`config.mk`:
```
export PLATFORM = sky130hd
export DESIGN_NAME = mem_access_unit
export DESIGN_NICKNAME = d
export VERILOG_FILES = /design/src/rtl/mips_mem_pkg.sv /design/src/rtl/mau_timeout_counter.sv /design/src/rtl/mem_access_unit.sv
export SDC_FILE = /design/constraint.sdc
export NUM_CORES = 1
export LEC_CHECK = 0
export ABC_CLOCK_PERIOD_IN_PS = 2100
export CAP_MARGIN = 20
export CORE_MARGIN = 5
export CORE_UTILIZATION = 30
export DETAILED_ROUTE_END_ITERATION = 8
export SYNTH_ARGS = -nofsm -noshare
export SYNTH_HDL_FRONTEND = slang
export SYNTH_HIERARCHICAL = 1
export SYNTH_SLANG_ARGS = --single-unit
export TNS_END_PERCENT = 50
```
`constraint.sdc`:
```
create_clock -name clk -period 2.1 [get_ports clk]
set_input_delay 0.42 -clock clk [delete_from_list [all_inputs] [get_ports clk]]
set_output_delay 0.42 -clock clk [all_outputs]
set_load 0.01 [all_outputs]
```
`src/rtl/mips_mem_pkg.sv`:
```
// Shared types and constants for the memory access unit: FSM state encoding,
// default bus widths, the NOP encoding and instruction field positions.
package mips_mem_pkg;

    localparam int ADDR_W_DEFAULT = 32;
    localparam int DATA_W_DEFAULT = 32;

    localparam logic [31:0] NOP_INSTR = 32'h0000_0000;

    localparam int OP_MSB = 31;
    localparam int OP_LSB = 26;
    localparam int FN_MSB = 5;
    localparam int FN_LSB = 0;

    typedef enum logic [1:0] {
        IDLE   = 2'd0,
        REQ    = 2'd1,
        WAIT_R = 2'd2,
        DONE   = 2'd3
    } mau_state_t;

    // Word accesses only: the two low byte-address bits must be zero.
    function automatic logic is_word_aligned(input logic [1:0] addr_lsb);
        return (addr_lsb == 2'b00);
    endfunction

endpackage

```
`src/rtl/mau_timeout_counter.sv`:
```
// Cycle counter used to abort a memory access that never completes.
// clear_i has priority over enable_i; the count saturates at LIMIT-1 so that
// expired_o stays asserted for as long as the counter remains enabled.
module mau_timeout_counter #(
    parameter int LIMIT = 64
) (
    input  logic clk,
    input  logic rst_n,
    input  logic clear_i,
    input  logic enable_i,
    output logic expired_o
);

    localparam int CNT_W = $clog2(LIMIT + 1);
    localparam logic [CNT_W-1:0] LAST = CNT_W'(LIMIT - 1);

    logic [CNT_W-1:0] count_q;
    logic [CNT_W-1:0] count_d;

    // Next count: restart on clear, advance while enabled, hold at the limit.
    always_comb begin
        count_d = count_q;
        if (clear_i) begin
            count_d = '0;
        end else if (enable_i && (count_q != LAST)) begin
            count_d = count_q + {{(CNT_W-1){1'b0}}, 1'b1};
        end else begin
            count_d = count_q;
        end
    end

    // Count register.
    always_ff @(posedge clk or negedge rst_n) begin
        if (!rst_n) begin
            count_q <= '0;
        end else begin
            count_q <= count_d;
        end
    end

    // Expiry fires in the LIMIT-th enabled cycle, so the owner leaves after
    // exactly LIMIT cycles of waiting.
    assign expired_o = enable_i && (count_q == LAST);

endmodule

```
`src/rtl/mem_access_unit.sv`:
```
// Memory access unit: converts the control FSM's memory-state intent into a
// req/gnt/rvalid transaction, owns the instruction register and the MDR,
// and stalls the control FSM until the access completes.
// Optional build macro: MEM_TIMEOUT_EN (abort stuck accesses after
// TIMEOUT_CYCLES cycles in REQ/WAIT_R).
module mem_access_unit
    import mips_mem_pkg::*;
#(
    parameter int ADDR_W         = ADDR_W_DEFAULT,
    parameter int DATA_W         = DATA_W_DEFAULT,
    parameter int TIMEOUT_CYCLES = 64
) (
    input  logic              clk,
    input  logic              rst_n,
    input  logic              acc_valid,
    input  logic              acc_is_instr,
    input  logic              acc_we,
    input  logic [ADDR_W-1:0] pc,
    input  logic [ADDR_W-1:0] data_addr,
    input  logic [DATA_W-1:0] wdata,
    output logic              acc_stall,
    output logic              acc_err,
    output logic [DATA_W-1:0] instr,
    output logic [5:0]        operation,
    output logic [5:0]        func,
    output logic [DATA_W-1:0] mdr,
    output logic              mem_req,
    output logic              mem_we,
    output logic [ADDR_W-1:0] mem_addr,
    output logic [DATA_W-1:0] mem_wdata,
    input  logic              mem_gnt,
    input  logic              mem_rvalid,
    input  logic [DATA_W-1:0] mem_rdata
);

    mau_state_t        state_q,     state_d;
    logic              fetch_q,     fetch_d;
    logic              wr_q,        wr_d;
    logic              mem_req_q,   mem_req_d;
    logic              mem_we_q,    mem_we_d;
    logic [ADDR_W-1:0] mem_addr_q,  mem_addr_d;
    logic [DATA_W-1:0] mem_wdata_q, mem_wdata_d;
    logic [DATA_W-1:0] instr_q,     instr_d;
    logic [DATA_W-1:0] mdr_q,       mdr_d;
    logic              err_q,       err_d;

    logic [ADDR_W-1:0] sel_addr_s;
    logic              timeout_s;

    assign sel_addr_s = acc_is_instr ? pc : data_addr;

`ifdef MEM_TIMEOUT_EN
    logic tmo_clear_s;
    logic tmo_enable_s;

    // The counter is held clear while idle, so it starts from zero on REQ entry.
    assign tmo_clear_s  = (state_q == IDLE);
    assign tmo_enable_s = (state_q == REQ) || (state_q == WAIT_R);

    mau_timeout_counter #(
        .LIMIT (TIMEOUT_CYCLES)
    ) u_timeout (
        .clk       (clk),
        .rst_n     (rst_n),
        .clear_i   (tmo_clear_s),
        .enable_i  (tmo_enable_s),
        .expired_o (timeout_s)
    );
`else
    localparam int timeout_unused = TIMEOUT_CYCLES;
    assign timeout_s = 1'b0;
`endif

    // Next-state and next-output logic of the access FSM.
    always_comb begin
        state_d     = state_q;
        fetch_d     = fetch_q;
        wr_d        = wr_q;
        mem_addr_d  = mem_addr_q;
        mem_wdata_d = mem_wdata_q;
        instr_d     = instr_q;
        mdr_d       = mdr_q;
        err_d       = err_q;

        case (state_q)
            IDLE: begin
                if (acc_valid) begin
                    if (is_word_aligned(sel_addr_s[1:0])) begin
                        fetch_d     = acc_is_instr;
                        wr_d        = acc_we & ~acc_is_instr;
                        mem_addr_d  = sel_addr_s;
                        mem_wdata_d = wdata;
                        state_d     = REQ;
                    end else begin
                        // Misaligned: flag and release the control FSM without a bus cycle.
                        err_d   = 1'b1;
                        state_d = DONE;
                    end
                end else begin
                    state_d = IDLE;
                end
            end
            REQ: begin
                if (mem_gnt) begin
                    state_d = wr_q ? DONE : WAIT_R;
                end else if (timeout_s) begin
                    err_d   = 1'b1;
                    instr_d = fetch_q ? DATA_W'(NOP_INSTR) : instr_q;
                    state_d = DONE;
                end else begin
                    state_d = REQ;
                end
            end
            WAIT_R: begin
                if (mem_rvalid) begin
                    if (fetch_q) begin
                        instr_d = mem_rdata;
                    end else begin
                        mdr_d = mem_rdata;
                    end
                    state_d = DONE;
                end else if (timeout_s) begin
                    err_d   = 1'b1;
                    instr_d = fetch_q ? DATA_W'(NOP_INSTR) : instr_q;
                    state_d = DONE;
                end else begin
                    state_d = WAIT_R;
                end
            end
            DONE: begin
                state_d = IDLE;
            end
            default: begin
                state_d = IDLE;
            end
        endcase

        // The request qualifiers are a registered image of "next state is REQ".
        mem_req_d = (state_d == REQ);
        mem_we_d  = (state_d == REQ) & wr_d;
    end

    // State and output registers; reset abandons any in-flight access.
    always_ff @(posedge clk or negedge rst_n) begin
        if (!rst_n) begin
            state_q     <= IDLE;
            fetch_q     <= 1'b0;
            wr_q        <= 1'b0;
            mem_req_q   <= 1'b0;
            mem_we_q    <= 1'b0;
            mem_addr_q  <= '0;
            mem_wdata_q <= '0;
            instr_q     <= DATA_W'(NOP_INSTR);
            mdr_q       <= '0;
            err_q       <= 1'b0;
        end else begin
            state_q     <= state_d;
            fetch_q     <= fetch_d;
            wr_q        <= wr_d;
            mem_req_q   <= mem_req_d;
            mem_we_q    <= mem_we_d;
            mem_addr_q  <= mem_addr_d;
            mem_wdata_q <= mem_wdata_d;
            instr_q     <= instr_d;
            mdr_q       <= mdr_d;
            err_q       <= err_d;
        end
    end

    // Stall is the only combinational output: it must drop in the DONE cycle itself.
    assign acc_stall = acc_valid & (state_q != DONE);

    assign acc_err   = err_q;
    assign instr     = instr_q;
    assign operation = instr_q[OP_MSB:OP_LSB];
    assign func      = instr_q[FN_MSB:FN_LSB];
    assign mdr       = mdr_q;
    assign mem_req   = mem_req_q;
    assign mem_we    = mem_we_q;
    assign mem_addr  = mem_addr_q;
    assign mem_wdata = mem_wdata_q;

endmodule

```
==> out/results.md <==
- 2 — Buf+Inv Stages, Crit Path
- 135 — total clock sinks
- 135 — number of synthesized register bits
- 410 ps — later-pin clock latency in the skew report
- 64.12% — Layout Area Growth over Synthesis
- 10.10 ps — maximum clock skew at final layout
- 0 — residual antenna-violating net count after detailed routing
- 0 — number of slew-limit violations in the final report
- input port — Startpoint Class
- 545.5 MHz — maximum clock frequency
- 15.91 mm — Detailed Route WL
- 2 — maximum fanout encountered on the critical timing path
- 3919 — via count
- 24.70 mm — first-pass GRT wire length
- in2out — type of the setup path with the least slack
- 16.59 um2 — Syn Area/Cell
- 4.288 — via count normalized by instance count
- done — TritonCTS clock tree
- 0 — number of antenna violations at the first check in global routing
- sky130_fd_sc_hd__clkdlybuf4s50_1 — most common cell after layout, fill and taps aside
- 35 — synth unique cells
- 51 — standard-cell row count
- 486 — total nets after synthesis
- 149.3 um — Vert. Die Dim
- 0.5800 — sequential cell area fraction in the yosys report
- 1435 nW/um2 — pwr/cell area
- sky130_fd_sc_hd__clkdlybuf4s50_1 (276), sky130_fd_sc_hd__dfrtp_1 (133), sky130_fd_sc_hd__mux2_2 (86), sky130_fd_sc_hd__mux2_4 (60), sky130_fd_sc_hd__clkbuf_16 (17) — most used cells in the layout excluding fill and tap cells
- 4472 — via count of the first global-routing pass
- 0.5800 — top cell type's share of synthesized area
- 4 — count of TritonRoute iterations in the first routing pass
- 0 — Setup Viol. Count Final
- 0 — grt ovf
- 772 — Layout Nets
- 4 — H-tree depth
- buffers and inverters — family with the most delay on the worst path
- primary output — Crit. End Element
- 0 — buffers inserted during post-CTS setup optimization
- 17 — TritonCTS Buffers
- 2215 um2 — footprint of the multi-input gates
- 0.3205 — proportion of layout cells with a drive suffix above 1
- 882 — number of cells after detailed placement
- false — setup repair after global routing missed its margin
- 1410 ps — Crit path arrival time
- clkdlybuf4s50_1 > a21boi_2 > dlygate4sd2_1 — cell chain of the critical path
- 279 — ports placed on the boundary
- sky130_fd_sc_hd__dfrtp_1 — post-synthesis cell type with the largest combined area
- 22300 um2 — overall die area
- 0.8729 — final clock period utilization by the worst path
- 1680 ps — data required time at the worst endpoint
- 0.0006310 V — Peak VDD IR
- 1833 ps — post-route minimum period
- 19270 um2 — area inside the core boundary
- 1688 — number of fillers in the final layout
- reg2reg — worst hold path type
- 0 — number of DRC violations after detailed routing
- 3381 um2 — flip-flop and latch area
- sky130_fd_sc_hd__clkdlybuf4s50_1 — CP max-delay cell
- 0.7453 — GP Congestion
- 0 ps — final-layout setup total negative slack
- 0 — reported max-cap violation count
- 0.7029 — Max-slew headroom
- 50 ps — Clk pin slew, worst setup/hold paths
- 914 — non-filler cells in the finished layout
- 2 — Max Root-Sink Buffers
- 4.123 nW — Static Leak
- 351 — cell count after synthesis
- 0 — count of endpoints failing hold in the final timing report
- 0.3022 — initial standard-cell utilization of the core
- 445.6 ps — slew of the pin with the lowest slew margin
- 6 — Syn. warnings
- 5824 um2 — Netlist Area Pre-Place
- 46 — maximum number of pins on one net before global-route repair
- 470 ps — largest stage delay on the critical path
- 278 — number of I/O port buffers
- 11.95 mm — DPL Wire Length
- 149.3 um — die width
- 0 — Antenna Diode Count
- sky130_fd_sc_hd__dfrtp_1 (58%), sky130_fd_sc_hd__mux2_2 (17%), sky130_fd_sc_hd__mux2_4 (15%) — biggest area contributors in the synthesized netlist
- 72 — violation count after the first detailed-route iteration
- 17.41 um — wire length per cell after detailed routing
- sky130_fd_sc_hd__clkbuf_16 — root buffer cell
- 0.1430 — overall fraction of global-route tracks in use
- complete, no violations — status
## Yosys cell counts
cell and instances:
sky130_fd_sc_hd__a21boi_0 1, sky130_fd_sc_hd__a21o_1 1, sky130_fd_sc_hd__a21oi_1 1, sky130_fd_sc_hd__a22o_1 1, sky130_fd_sc_hd__a22oi_1 1, sky130_fd_sc_hd__and2_1 2
sky130_fd_sc_hd__and3_1 1, sky130_fd_sc_hd__and3b_1 1, sky130_fd_sc_hd__buf_2 6, sky130_fd_sc_hd__buf_4 13, sky130_fd_sc_hd__buf_6 5, sky130_fd_sc_hd__buf_8 3
sky130_fd_sc_hd__clkbuf_1 3, sky130_fd_sc_hd__dfrtp_1 135, sky130_fd_sc_hd__inv_1 1, sky130_fd_sc_hd__mux2_1 10, sky130_fd_sc_hd__mux2_2 86, sky130_fd_sc_hd__mux2_4 60
sky130_fd_sc_hd__mux2i_1 1, sky130_fd_sc_hd__nand2_1 2, sky130_fd_sc_hd__nand2b_1 3, sky130_fd_sc_hd__nand3_2 1, sky130_fd_sc_hd__nand3b_1 1, sky130_fd_sc_hd__nor2_1 1
sky130_fd_sc_hd__nor2b_2 1, sky130_fd_sc_hd__nor3_1 1, sky130_fd_sc_hd__nor3_2 1, sky130_fd_sc_hd__nor3b_2 1, sky130_fd_sc_hd__nor3b_4 1, sky130_fd_sc_hd__nor4b_1 1
sky130_fd_sc_hd__o21ai_0 1, sky130_fd_sc_hd__o21ai_2 1, sky130_fd_sc_hd__or2_2 1, sky130_fd_sc_hd__or3_1 1, sky130_fd_sc_hd__or3b_2 1
## final cells by class
class	instances	share of cell area
well taps	265	0.03469
inverters	1	0.0003927
clock buffers	20	0.04882
flip-flops and latches	135	0.3537
repair buffers	297	0.3154
multi-input cells	185	0.2317
clock inverters	11	0.01531
## cell families after synthesis
logic type	after synthesis	synth area share
and+or+nand+nor	21	0.02750
DFF	135	0.5800
AOI/OAI and AO/OA	7	0.008593
buffers and inverters	31	0.04189
muxes	157	0.3420
## metrics by stage
step / hold slack (ps) / setup slack [ps] / total power [mW] / util / cell area, um2
after floorplan: 124.4 / 462.3 / 7.282 / - / 5824
after global placement: 389.0 / -215.6 / 10.62 / 0.4634 / 8931
after detailed placement: 391.9 / -248.1 / 10.72 / 0.4634 / 8931
after CTS: 485.5 / 243.4 / 13.95 / 0.4960 / 9559
after global routing: 504.6 / 224.1 / 14.47 / 0.4960 / 9559
final: 480.3 / 266.9 / 13.72 / 0.4960 / 9559
## worst register-to-register path, stage by stage, from the launching register on
cell                      delay [ps]
sky130_fd_sc_hd__dfrtp_2         450
sky130_fd_sc_hd__nor2b_2         220
sky130_fd_sc_hd__and3_2          270
sky130_fd_sc_hd__buf_12          200
sky130_fd_sc_hd__mux2_2          360
## sequential cells by signal, summed over array words and instances (netlist names)
name / flops
acc_err: 1
state_q: 2
fetch_q: 1
wr_q: 1
mem_wdata: 32
instr: 32
mem_req: 1
mem_we: 1
mdr: 32
mem_addr: 32
## per-layer routing
metal | track usage | wire (um) | vias up
met5 | 0 | 0 | -
met4 | 0.04439 | 272 | 0
met3 | 0.07384 | 1791 | 17
met2 | 0.2274 | 7571 | 178
met1 | 0.1689 | 6278 | 1926
li1 | - | - | 1798
## repair_timing
action,4_1_cts,5_1_grt
hold endpoints to repair,42,0
gates resized for setup,5,0
hold buffers,1,0
setup endpoints to repair,1,0
## report_power, final
group          switching, mW  internal, mW  total (mW)
registers              0.760          3.88        4.64
logic                   2.02          3.97        5.99
clock network           1.14          1.96        3.10
total                   3.92          9.80        13.7
## path summary, 6_finish.rpt
check,slack [ps],from,endpoint,cells after the start
worst max-delay path,270,acc_valid,acc_stall,3
max in group asynchronous,980,rst_n,mem_wdata[11]$_DFFE_PN0P_,3
worst min register to register,480,mem_addr[1]$_DFFE_PN0P_,mem_addr[1]$_DFFE_PN0P_,1
worst min-delay path,480,mem_addr[1]$_DFFE_PN0P_,mem_addr[1]$_DFFE_PN0P_,1
worst max register to register,490,state_q[1]$_DFF_PN0_,mdr[0]$_DFFE_PN0P_,4
min in group asynchronous,510,rst_n,mem_addr[17]$_DFFE_PN0P_,2
Power figures use the tool's default switching activity.
